===== config.mk =====
export PLATFORM = sky130hd
export DESIGN_NAME = mipi_rx_packet_parser
export DESIGN_NICKNAME = d
export VERILOG_FILES = /design/src/rtl/mipi_rx_packet_parser.sv
export SDC_FILE = /design/constraint.sdc
export NUM_CORES = 1
export LEC_CHECK = 0
export BUFFER_PORTS_ARGS = -buffer_cell sky130_fd_sc_hd__buf_2
export CAP_MARGIN = 40
export CORE_MARGIN = 1.5
export CORE_UTILIZATION = 26
export CTS_BUF_LIST = sky130_fd_sc_hd__clkbuf_8
export CTS_CLUSTER_DIAMETER = 50
export DETAILED_ROUTE_END_ITERATION = 10
export GPL_TIMING_DRIVEN = 1
export PLACE_DENSITY = 0.39
export SYNTH_ARGS = -nofsm -noshare
export SYNTH_HDL_FRONTEND = slang
export SYNTH_SLANG_ARGS = --single-unit

===== constraint.sdc =====
create_clock -name clk -period 4.8 [get_ports clk]
set_input_delay 0.96 -clock clk [delete_from_list [all_inputs] [get_ports clk]]
set_output_delay 0.96 -clock clk [all_outputs]
set_load 0.02 [all_outputs]

===== src/rtl/mipi_rx_packet_parser.sv =====
// DSI per-lane packet parser: splits an aligned HS burst into packets,
// decodes and ECC-checks each header, forwards long-packet payload and
// checks the trailing CRC-16. All outputs are registered.
module mipi_rx_packet_parser (
    input  logic        clk,
    input  logic        rst_n,
    input  logic [7:0]  din,
    input  logic        din_valid,
    output logic        hdr_valid,
    output logic [1:0]  hdr_vc,
    output logic [5:0]  hdr_dt,
    output logic [15:0] hdr_wc,
    output logic        hdr_long,
    output logic        hdr_ecc_err,
    output logic [7:0]  pld_data,
    output logic        pld_valid,
    output logic        pld_last,
    output logic        pkt_done,
    output logic        crc_err
);

    typedef enum logic [2:0] {IDLE, HDR, PAYLOAD, CRC, DROP} state_t;

    localparam logic [7:0] SYNC_BYTE = 8'hB8;

    // Bit masks over {byte2, byte1, DI} selecting the data bits of each
    // Hamming parity bit P0..P5.
    localparam logic [23:0] ECC_MASK [6] = '{
        24'hF12CB7, 24'hF2555B, 24'h749A6D,
        24'hB8E38E, 24'hDF03F0, 24'hEFFC00
    };

    state_t      state_reg, state_next;
    logic [1:0]  idx_reg, idx_next;
    logic [7:0]  di_reg, di_next;
    logic [7:0]  b1_reg, b1_next;
    logic [7:0]  b2_reg, b2_next;
    logic [15:0] cnt_reg, cnt_next;
    logic [15:0] crc_reg, crc_next;
    logic [7:0]  crc_lo_reg, crc_lo_next;

    logic        hdr_valid_next, hdr_long_next, hdr_ecc_err_next;
    logic [1:0]  hdr_vc_next;
    logic [5:0]  hdr_dt_next;
    logic [15:0] hdr_wc_next;
    logic [7:0]  pld_data_next;
    logic        pld_valid_next, pld_last_next, pkt_done_next, crc_err_next;

    logic [23:0] hdr_bits;
    logic [5:0]  ecc_calc;
    logic        ecc_bad;
    logic        pkt_is_long;

    // One reflected CRC-16 (poly 0x8408) step over a byte, LSB first.
    function automatic logic [15:0] crc16_byte(input logic [15:0] crc, input logic [7:0] data);
        logic [15:0] c;
        c = crc;
        for (int i = 0; i < 8; i++) begin
            c = (c[0] ^ data[i]) ? ((c >> 1) ^ 16'h8408) : (c >> 1);
        end
        return c;
    endfunction

    // Long packets are the data types whose low nibble is 9, C, D or E.
    function automatic logic is_long(input logic [5:0] dt);
        return (dt[3:0] == 4'h9) || (dt[3:0] == 4'hC) ||
               (dt[3:0] == 4'hD) || (dt[3:0] == 4'hE);
    endfunction

    assign hdr_bits    = {b2_reg, b1_reg, di_reg};
    assign pkt_is_long = is_long(di_reg[5:0]);
    // The top two ECC bits must be zero, so compare the whole byte.
    assign ecc_bad     = (din != {2'b00, ecc_calc});

    generate
        for (genvar gi = 0; gi < 6; gi++) begin : g_ecc
            assign ecc_calc[gi] = ^(hdr_bits & ECC_MASK[gi]);
        end
    endgenerate

    // Next-state and next-output logic for the packet walker.
    always_comb begin
        state_next       = state_reg;
        idx_next         = idx_reg;
        di_next          = di_reg;
        b1_next          = b1_reg;
        b2_next          = b2_reg;
        cnt_next         = cnt_reg;
        crc_next         = crc_reg;
        crc_lo_next      = crc_lo_reg;
        hdr_valid_next   = 1'b0;
        hdr_vc_next      = hdr_vc;
        hdr_dt_next      = hdr_dt;
        hdr_wc_next      = hdr_wc;
        hdr_long_next    = hdr_long;
        hdr_ecc_err_next = hdr_ecc_err;
        pld_data_next    = pld_data;
        pld_valid_next   = 1'b0;
        pld_last_next    = 1'b0;
        pkt_done_next    = 1'b0;
        crc_err_next     = crc_err;

        if (!din_valid) begin
            // End of burst (or truncation): abandon whatever was in flight.
            state_next = IDLE;
        end else begin
            case (state_reg)
                IDLE: begin
                    idx_next   = 2'd0;
                    state_next = (din == SYNC_BYTE) ? HDR : DROP;
                end
                HDR: begin
                    idx_next = idx_reg + 2'd1;
                    case (idx_reg)
                        2'd0: di_next = din;
                        2'd1: b1_next = din;
                        2'd2: b2_next = din;
                        default: begin
                            hdr_valid_next   = 1'b1;
                            hdr_vc_next      = di_reg[7:6];
                            hdr_dt_next      = di_reg[5:0];
                            hdr_wc_next      = {b2_reg, b1_reg};
                            hdr_long_next    = pkt_is_long;
                            hdr_ecc_err_next = ecc_bad;
                            cnt_next         = {b2_reg, b1_reg};
                            crc_next         = 16'hFFFF;
                            idx_next         = 2'd0;
                            if (ecc_bad)
                                state_next = DROP;
                            else if (!pkt_is_long)
                                state_next = HDR;
                            else if ({b2_reg, b1_reg} != 16'd0)
                                state_next = PAYLOAD;
                            else
                                state_next = CRC;
                        end
                    endcase
                end
                PAYLOAD: begin
                    pld_data_next  = din;
                    pld_valid_next = 1'b1;
                    cnt_next       = cnt_reg - 16'd1;
                    crc_next       = crc16_byte(crc_reg, din);
                    if (cnt_reg == 16'd1) begin
                        pld_last_next = 1'b1;
                        idx_next      = 2'd0;
                        state_next    = CRC;
                    end
                end
                CRC: begin
                    if (idx_reg == 2'd0) begin
                        crc_lo_next = din;
                        idx_next    = 2'd1;
                    end else begin
                        pkt_done_next = 1'b1;
                        crc_err_next  = ({din, crc_lo_reg} != crc_reg);
                        idx_next      = 2'd0;
                        state_next    = HDR;
                    end
                end
                DROP: state_next = DROP;
                default: state_next = IDLE;
            endcase
        end
    end

    // State and registered outputs; reset clears everything.
    always_ff @(posedge clk) begin
        if (!rst_n) begin
            state_reg   <= IDLE;
            idx_reg     <= 2'd0;
            di_reg      <= 8'd0;
            b1_reg      <= 8'd0;
            b2_reg      <= 8'd0;
            cnt_reg     <= 16'd0;
            crc_reg     <= 16'd0;
            crc_lo_reg  <= 8'd0;
            hdr_valid   <= 1'b0;
            hdr_vc      <= 2'd0;
            hdr_dt      <= 6'd0;
            hdr_wc      <= 16'd0;
            hdr_long    <= 1'b0;
            hdr_ecc_err <= 1'b0;
            pld_data    <= 8'd0;
            pld_valid   <= 1'b0;
            pld_last    <= 1'b0;
            pkt_done    <= 1'b0;
            crc_err     <= 1'b0;
        end else begin
            state_reg   <= state_next;
            idx_reg     <= idx_next;
            di_reg      <= di_next;
            b1_reg      <= b1_next;
            b2_reg      <= b2_next;
            cnt_reg     <= cnt_next;
            crc_reg     <= crc_next;
            crc_lo_reg  <= crc_lo_next;
            hdr_valid   <= hdr_valid_next;
            hdr_vc      <= hdr_vc_next;
            hdr_dt      <= hdr_dt_next;
            hdr_wc      <= hdr_wc_next;
            hdr_long    <= hdr_long_next;
            hdr_ecc_err <= hdr_ecc_err_next;
            pld_data    <= pld_data_next;
            pld_valid   <= pld_valid_next;
            pld_last    <= pld_last_next;
            pkt_done    <= pkt_done_next;
            crc_err     <= crc_err_next;
        end
    end

endmodule


==> metrics, run 1 <==
commonest non-fill, non-tap cell in the layout=nand2_1; Syn-to-layout area delta=12.8%; M1 GR Usage=0.222; mean post-synth cell area=8.07 sq um; Post-synth EDFFs=0; Post-Place Cell Area=0.00602 sq mm; Static Leak=2.24 nW; CTS buffer count=9; sequential area share after synthesis=0.392; CTS H-tree depth=3; vias in the first global route=4454; Peak VDD IR=0.117 mV; WP depth=8; clock root cell=clkbuf_8; startpoint types=primary input; Relative slew margins=0.513; Routed WL=16.5 mm; outcome=finished clean; die extent in x=149 microns; commonest cells after routing, fill and taps aside=113 x nand2_1, 108 x dfxtp_1, 80 x a21oi_1, 67 x xnor2_1, 49 x buf_2; fraction of registers with async set/reset=0; synthesized instance count=684; Worst-Margin Slew=0.728 ns; critical path class=primary input to flip-flop; Initial Util=0.264; global-route wire length before repair=25.8 mm; via count=4705; CP max stage cell=nand3b_1; # resized after CTS=0; r2r worst-path depth=7; antenna violations before repair=0; Max Slew Vio Count=0; 1st-pass router iterations=5; Residual DRC=0; hold path depth=2; pin count of the biggest net entering global routing=47; final hold vios=0; worst-case clock buffer depth=2; clock-pin transition on the worst setup and hold timing paths=0.10 ns; CTS sink cnt=108; arrival time worst endpoint=3.12 ns; Avg WL per Cell=16.7 microns; Worst path max stage delay=0.51 ns; Post-CTS Setup Bufs=0; CP Cell Sequence=buf_2 > nor2b_1 > nand3b_1 > nand2_1 > buf_4 > o21ai_0 > a22oi_1 > nor2_1; gpl congestion=0.867; setup_tns=0 ns; Multi-input gate area=0.00310 sq mm; met3 GRT Util=0.0193; distinct cell type count after synthesis=48; final worst path period share=0.593; # IOs=50; Core ar.=0.0209 sq mm; Warnings, synthesis=0; fmax=351 MHz; Vias/cell=4.77; PortBufs=49; Final Total Pwr=1.57 mW; gr ovfl total=0; Primary FF master, synth=dfxtp_1; max cap viols=0; HPWL reported at the end of detailed placement=11.6 mm; area occupied by registers=0.00216 sq mm; met2 GRT Util=0.235; # setup viols final=0; fillcell total=2269; Die Ht=149 microns; hold_buf cts=0; HP Class=flip-flop to flip-flop; largest fanout on the critical path=22; crit end category=flip-flop; Tot GR Track Use=0.154; number of inserted diodes=0; number of synthesized register bits=108; Finished Cell Area=0.00622 sq mm; Skew-Pair Late Insertion Delay=0.39 ns; Die Footprint=0.0221 sq mm; Req. time, crit path=5.08 ns; Power Dens Cells=252 mW/mm^2; FP Rows=53; CP bufs+invs=2; post-route ant nets=0; Synth Cell Area=0.00552 sq mm; CP delay by family, top=simple AND/OR/NAND/NOR gates; number of DRC markers in iteration 0=250; clk_skew=0.0107 ns; # nets final=736; syn nets=714; GR peak layer=met2; RSZ-0062 raised after global routing=no; share of cells above drive strength 1=0.111; Tmin final=2.85 ns; CTS tree=done
[final cells by class]
class	instances	share of cell area
Multi-Input combinational cell	505	0.498
Sequential cell	108	0.347
Tap cell	275	0.0553
Timing Repair Buffer	57	0.0511
Clock buffer	11	0.0243
Inverter	25	0.0151
Clock inverter	5	0.00844
[synth_stat cells, types with 8 or more instances]
library cell	n	area share
o21ai_0	30	0.027
nor3_1	16	0.015
nand2_1	113	0.077
nand4_1	8	0.0091
nor2_1	44	0.030
xor2_1	15	0.024
a211oi_1	10	0.014
clkbuf_1	38	0.026
xnor2_1	67	0.11
ha_1	19	0.043
inv_1	25	0.017
mux2i_1	9	0.016
dfxtp_1	108	0.39
nand3_1	31	0.028
a21oi_1	80	0.073
[worst register-to-register path: cells and delay by family (launching register included)]
| kind | cells | cell delay, ns |
|---|---|---|
| compound gates | 2 | 0.33 |
| simple gates | 4 | 1.43 |
| flops | 1 | 0.45 |
| buf+inv | 1 | 0.33 |
[routing by layer]
metal | routed length, microns | vias up | part of all wire
met5 | 0 | - | 0
met4 | 272 | 0 | 0.017
met3 | 547 | 16 | 0.033
met2 | 7260 | 103 | 0.44
met1 | 8400 | 2217 | 0.51
li1 | - | 2369 | -
[cells by family after synthesis]
| group | after synthesis | share of synthesized area |
|---|---|---|
| adder cells (fa/ha/maj) | 19 | 0.0431 |
| buffers and inverters | 71 | 0.0488 |
| flip-flops | 108 | 0.392 |
| multiplexers | 9 | 0.0163 |
| AND/OR/NAND/NOR | 243 | 0.205 |
| AO/OA/AOI/OAI | 149 | 0.153 |
| XOR/XNOR | 85 | 0.142 |
[power breakdown]
group	internal (mW)	switching, mW	leakage, nW
logic	0.0266	0.0548	1.27
registers	0.896	0.00164	0.870
clock network	0.267	0.325	0.104
total	1.19	0.382	2.24
[stage by stage]
stage / instances / util / setup WS (ns) / hold WS [ns]
final: 986 / 0.298 / 1.95 / 0.458
after global routing: 986 / 0.298 / 1.66 / 0.479
after CTS: 986 / 0.298 / 1.90 / 0.460
after detailed placement: 970 / 0.288 / 1.52 / 0.444
after global placement: 969 / 0.287 / 1.59 / 0.444
after floorplan: 684 / - / 2.32 / 0.444
[path summary, 6_finish.rpt]
kind | start | slack (ns) | endpoint
setup / recovery | din_valid | 1.95 | cnt_reg[12]$_SDFFE_PN0P_
hold / removal | pld_data[7]$_SDFFE_PN0P_ | 0.46 | pld_data[7]$_SDFFE_PN0P_
hold reg to reg | pld_data[7]$_SDFFE_PN0P_ | 0.46 | pld_data[7]$_SDFFE_PN0P_
setup reg to reg | state_reg[2]$_SDFFE_PN0P_ | 2.14 | cnt_reg[12]$_SDFFE_PN0P_
No activity file was read; power rests on OpenSTA's default activity.
==> run 2: changes to the inputs <==
Settings changed: PLACE_DENSITY 0.39 to 0.41.
Clock period 4.8 ns to 2.6 ns, I/O delays scaled along.
==> run 2 against run 1 <==
Net effect:
- cell count is 1.5% higher
- via count up 1.3%
- clock power rose by 74%
- die area unchanged
- power grew 81%
- clock skew barely moved
- wire length rose by 1.2%
- hold slack gained 0.0021 ns
- largest power group unchanged
==> metrics, run 2 (same netlist as run 1, synthesis figures left out) <==
# IOs=50 (unchanged); final worst path period share=0.905; largest fanout on the critical path=5 (was 22); gr ovfl total=0 (unchanged); via count=4767 (was 4705); 1st-pass router iterations=5 (unchanged); global-route wire length before repair=26.1 mm (was 25.8 mm); Max Slew Vio Count=0 (unchanged); Vias/cell=4.76 (was 4.77); fillcell total=2293 (was 2269); number of inserted diodes=0 (unchanged); pin count of the biggest net entering global routing=39 (was 47); worst setup margin=0.248 ns (was 1.95 ns); max cap viols=0 (unchanged); Critical Path Start=b2_reg[1]$_SDFFE_PN0P_ (was din_valid); Skew-Pair Late Insertion Delay=0.38 ns (was 0.39 ns); worst r2r src=b2_reg[1]$_SDFFE_PN0P_ (was state_reg[2]$_SDFFE_PN0P_); share of cells above drive strength 1=0.131 (was 0.111); startpoint types=flip-flop (was primary input); clk_skew=0.0104 ns (was 0.0107 ns); Die Footprint=0.0221 sq mm (unchanged); Syn-to-layout area delta=15.0% (was 12.8%); Final Total Pwr=2.84 mW (was 1.57 mW); die extent in x=149 microns (unchanged); number of DRC markers in iteration 0=320 (was 250); CTS buffer count=9 (unchanged); Power Dens Cells=448 mW/mm^2 (was 252 mW/mm^2); # resized after CTS=0 (unchanged); Post-CTS Setup Bufs=0 (unchanged); gpl congestion=0.855 (was 0.867); HPWL reported at the end of detailed placement=11.9 mm (was 11.6 mm); # setup viols final=0 (unchanged); outcome=finished clean (unchanged); HP Class=flip-flop to flip-flop (unchanged); critical path class=flip-flop to flip-flop (was primary input to flip-flop); CP max stage cell=dfxtp_1 (was nand3b_1); arrival time worst endpoint=2.65 ns (was 3.12 ns); antenna violations before repair=0 (unchanged); fmax=425 MHz; Hold Startpoint=hdr_vc[0]$_SDFFE_PN0P_ (was pld_data[7]$_SDFFE_PN0P_); PortBufs=49 (unchanged); Static Leak=2.32 nW (was 2.24 nW); Avg WL per Cell=16.7 microns (about the same); CTS tree=done (unchanged); commonest non-fill, non-tap cell in the layout=nand2_1 (unchanged); crit end category=flip-flop (unchanged); Worst-Margin Slew=0.631 ns (was 0.728 ns); commonest cells after routing, fill and taps aside=113 x nand2_1, 108 x dfxtp_1, 80 x a21oi_1, 67 x xnor2_1, 49 x buf_2 (unchanged); FP Rows=53 (unchanged); Req. time, crit path=2.90 ns (was 5.08 ns); post-route ant nets=0 (unchanged); Worst path max stage delay=0.44 ns (was 0.51 ns); Relative slew margins=0.579 (was 0.513); # nets final=754 (was 736); Residual DRC=0 (unchanged); Die Ht=149 microns (unchanged); clock root cell=clkbuf_8 (unchanged); clock-pin transition on the worst setup and hold timing paths=0.10 ns (about the same); Tot GR Track Use=0.155 (was 0.154); Routed WL=16.7 mm (was 16.5 mm); Peak VDD IR=0.192 mV (was 0.117 mV); Tmin final=2.35 ns; CP dominant cell by count=xnor2_1; worst-case clock buffer depth=2 (unchanged); CTS sink cnt=108 (unchanged); hold_buf cts=0 (unchanged); setup_tns=0 ns (unchanged); Initial Util=0.264 (unchanged); Core ar.=0.0209 sq mm (unchanged); Place WS=0.247 ns (was 1.52 ns); CP Cell Sequence=inv_1 > ha_1 > xnor2_1 > xnor3_1 > xnor2_1 > and4bb_2 > and4b_1 > a211oi_1 (was buf_2 > nor2b_1 > nand3b_1 > nand2_1 > buf_4 > o21ai_0 > a22oi_1 > nor2_1); final hold vios=0 (unchanged); CTS H-tree depth=3 (unchanged); RSZ-0062 raised after global routing=no (unchanged); vias in the first global route=4458 (was 4454)
## run 2: cell types whose count changed in the layout (fill, tap and decap cells not counted), sizes merged
cell	previous run	this run
clkinvlp	2	1
inv	27	26
buf	57	75
clkbuf	11	10
## run 2: final timing paths
check	endpoint	slack [ns]	cells past startpoint
max	hdr_ecc_err$_SDFFE_PN0P_	0.25	8
max reg2reg	hdr_ecc_err$_SDFFE_PN0P_	0.25	8
min	hdr_vc[0]$_SDFFE_PN0P_	0.46	2
min reg2reg	hdr_vc[0]$_SDFFE_PN0P_	0.46	2
## run 2: area by class of cell
cell class	instances	area (sq um)	area share
clock buffers	10	138	0.0217
clock inverters	3	41.3	0.00651
inverters	25	93.8	0.0148
multi-input cells	505	3100	0.489
flip-flops and latches	108	2160	0.341
well taps	275	344	0.0542
repair buffers	75	465	0.0733
## run 2: through the flow
step	hold WS [ns]	utilization	cells	area (sq um)
floorplan	0.444	-	684	5520
global placement	0.443	0.295	988	6170
detailed placement	0.445	0.295	988	6170
CTS	0.461	0.304	1001	6350
global route	0.477	0.304	1001	6350
finish	0.460	0.304	1001	6350
## run 2: where the power goes
group	internal, mW	switching, mW	total [mW]
registers	1.65	0.00301	1.66
clock network	0.454	0.575	1.03
logic	0.0552	0.102	0.157
total	2.16	0.680	2.84
## run 2: routing by layer
metal,track usage,wire length [microns],up-vias
li1,-,-,2389
met1,0.220,8270,2284
met2,0.244,7750,83
met3,0.0239,481,11
met4,0.0376,167,0
met5,0,0,-
## run 2: critical path: cells and delay by family, from the launching register on
kind / cells / cell delay (ns)
AOI/OAI and AO/OA: 1 / 0.22
and+or+nand+nor: 2 / 0.48
buffers and inverters: 1 / 0.07
xor gates and xnor gates: 3 / 0.78
adders and majority gates: 1 / 0.28
DFF: 1 / 0.44
==> run 3: changes to the inputs <==
Settings changed: CELL_PAD_IN_SITES_DETAIL_PLACEMENT set to 0, CELL_PAD_IN_SITES_GLOBAL_PLACEMENT set to 1, PLACE_DENSITY 0.41 to 0.51.
==> run 3 against run 2 <==
Net effect:
- setup slack worse by 0.029 ns
- sequential share of layout area is 0.27 points lower
- utilization is 0.24 points higher
- register-to-register slack worse by 0.03 ns
- maximum frequency is 1.2% lower
- critical endpoint unchanged
- highest routed layer unchanged
==> metrics, run 3 (same netlist as run 1, synthesis figures left out) <==
# IOs=50 (unchanged); commonest cells after routing, fill and taps aside=113 x nand2_1, 108 x dfxtp_1, 80 x a21oi_1, 67 x xnor2_1, 49 x buf_2 (unchanged); Tot GR Track Use=0.157 (was 0.155); switching part of the total power=0.249 (was 0.239); outcome=finished clean (unchanged); area occupied by registers=0.00216 sq mm (unchanged); startpoint types=flip-flop (unchanged); # setup viols final=0 (unchanged); setup_tns=0 ns (unchanged); crit end category=flip-flop (unchanged); internal power=2.26 mW (was 2.16 mW); CTS sink cnt=108 (unchanged); RSZ-0062 raised after global routing=no (unchanged); vias in the first global route=4599 (was 4458); # nets final=755 (was 754); via count=4693 (was 4767); Req. time, crit path=2.90 ns (about the same); number of inserted diodes=0 (unchanged); Final Total Pwr=3.01 mW (was 2.84 mW); largest fanout on the critical path=5 (unchanged); Syn-to-layout area delta=15.9% (was 15.0%); hold_buf cts=0 (unchanged); pin count of the biggest net entering global routing=55 (was 39); FP Rows=53 (unchanged); Core ar.=0.0209 sq mm (unchanged); Layout Cells excl Fill=1005 (was 1001); HPWL reported at the end of detailed placement=12.1 mm (was 11.9 mm); Vias/cell=4.67 (was 4.76); worst-case clock buffer depth=2 (unchanged); gpl congestion=0.820 (was 0.855); post-route ant nets=0 (unchanged); CTS tree=done (unchanged); antenna violations before repair=0 (unchanged); Place WS=0.243 ns (was 0.247 ns); CTS buffer count=9 (unchanged); commonest non-fill, non-tap cell in the layout=nand2_1 (unchanged); Met2 Wirelength=7.63 mm (was 7.75 mm); Post-CTS Setup Bufs=0 (unchanged); die extent in x=149 microns (unchanged); critical path class=flip-flop to flip-flop (unchanged); PortBufs=49 (unchanged); CTS H-tree depth=3 (unchanged); hold path depth=2 (unchanged); final worst path period share=0.916 (was 0.905); Tmin final=2.38 ns (was 2.35 ns); Die Ht=149 microns (unchanged); # resized after CTS=0 (unchanged); Flop pwr share=0.550 (was 0.583); Clk network pwr share=0.396 (was 0.362); Residual DRC=0 (unchanged); fillcell total=2300 (was 2293); metal1 wirelength=8.65 mm (was 8.27 mm); global-route wire length before repair=26.4 mm (was 26.1 mm); Post-Place Cell Area=0.00617 sq mm (about the same); Initial Util=0.264 (unchanged); Finished Cell Area=0.00640 sq mm (was 0.00635 sq mm); Power Dens Cells=470 mW/mm^2 (was 448 mW/mm^2); arrival time worst endpoint=2.68 ns (was 2.65 ns); gr ovfl total=0 (unchanged); Max Slew Vio Count=0 (unchanged); worst setup margin=0.219 ns (was 0.248 ns); final hold vios=0 (unchanged); met3 wire len=537 microns (was 481 microns); r2r worst-path depth=8 (unchanged); fmax=420 MHz (was 425 MHz); 1st-pass router iterations=5 (unchanged); Skew-Pair Late Insertion Delay=0.39 ns (was 0.38 ns); placed cells=989 (was 988); switching power=748 uW (was 680 uW); share of cells above drive strength 1=0.136 (was 0.131); clock-pin transition on the worst setup and hold timing paths=0.12 ns (was 0.10 ns); Worst-Margin Slew=0.666 ns (was 0.631 ns); Die Footprint=0.0221 sq mm (unchanged); Combinational Power Share=0.053 (was 0.055); Multi-input gate area=0.00310 sq mm (unchanged); Relative slew margins=0.554 (was 0.579); number of DRC markers in iteration 0=279 (was 320); clk_skew=0.0195 ns (was 0.0104 ns); uppermost routed layer=met4 (unchanged); Avg WL per Cell=16.9 microns (was 16.7 microns); clock root cell=clkbuf_8 (unchanged); Static Leak=2.34 nW (was 2.32 nW); Routed WL=17.0 mm (was 16.7 mm); max cap viols=0 (unchanged); HP Class=flip-flop to flip-flop (unchanged); Peak VDD IR=0.223 mV (was 0.192 mV)
## run 3: final timing paths
kind,from,slack (ns),end
max,b2_reg[1]$_SDFFE_PN0P_,0.22,hdr_ecc_err$_SDFFE_PN0P_
min reg2reg,hdr_wc[10]$_SDFFE_PN0P_,0.46,hdr_wc[10]$_SDFFE_PN0P_
max reg2reg,b2_reg[1]$_SDFFE_PN0P_,0.22,hdr_ecc_err$_SDFFE_PN0P_
min,hdr_wc[10]$_SDFFE_PN0P_,0.46,hdr_wc[10]$_SDFFE_PN0P_
## run 3: area by class of cell
cell class,count,share of cell area
Timing Repair Buffer,76,0.0739
Multi-Input combinational cell,505,0.485
Inverter,25,0.0147
Sequential cell,108,0.338
Clock inverter,7,0.0153
Clock buffer,9,0.0194
Tap cell,275,0.0538
## run 3: per-stage QoR
| stage | hold slack [ns] | util |
|---|---|---|
| 2_1_floorplan | 0.444 | - |
| 5_1_grt | 0.479 | 0.306 |
| 4_1_cts | 0.461 | 0.306 |
| 3_3_place_gp | 0.443 | 0.296 |
| 6_report | 0.460 | 0.306 |
| 3_5_place_dp | 0.444 | 0.296 |
## run 3: power by group through the flow
stage	Clock [mW]	Combinational, mW	Sequential, mW
after floorplan	0	0.104	1.69
after global placement	0	0.164	1.69
after detailed placement	0	0.162	1.69
after CTS	1.23	0.163	1.65
after global routing	1.29	0.174	1.66
final	1.19	0.160	1.65
## run 3: metal layers
metal  global-route usage  vias up
met5                    0        -
met4               0.0381        0
met3               0.0273       10
met2                0.252       75
met1                0.219     2211
li1                     -     2397
## run 3: critical path, stage by stage (launching register included)
cell and delay [ns]:
dfxtp_1 0.44, inv_1 0.07, ha_1 0.29, xnor2_1 0.27, xnor3_1 0.39, xnor2_1 0.13, and4bb_2 0.26, and4b_1 0.22
a211oi_1 0.22
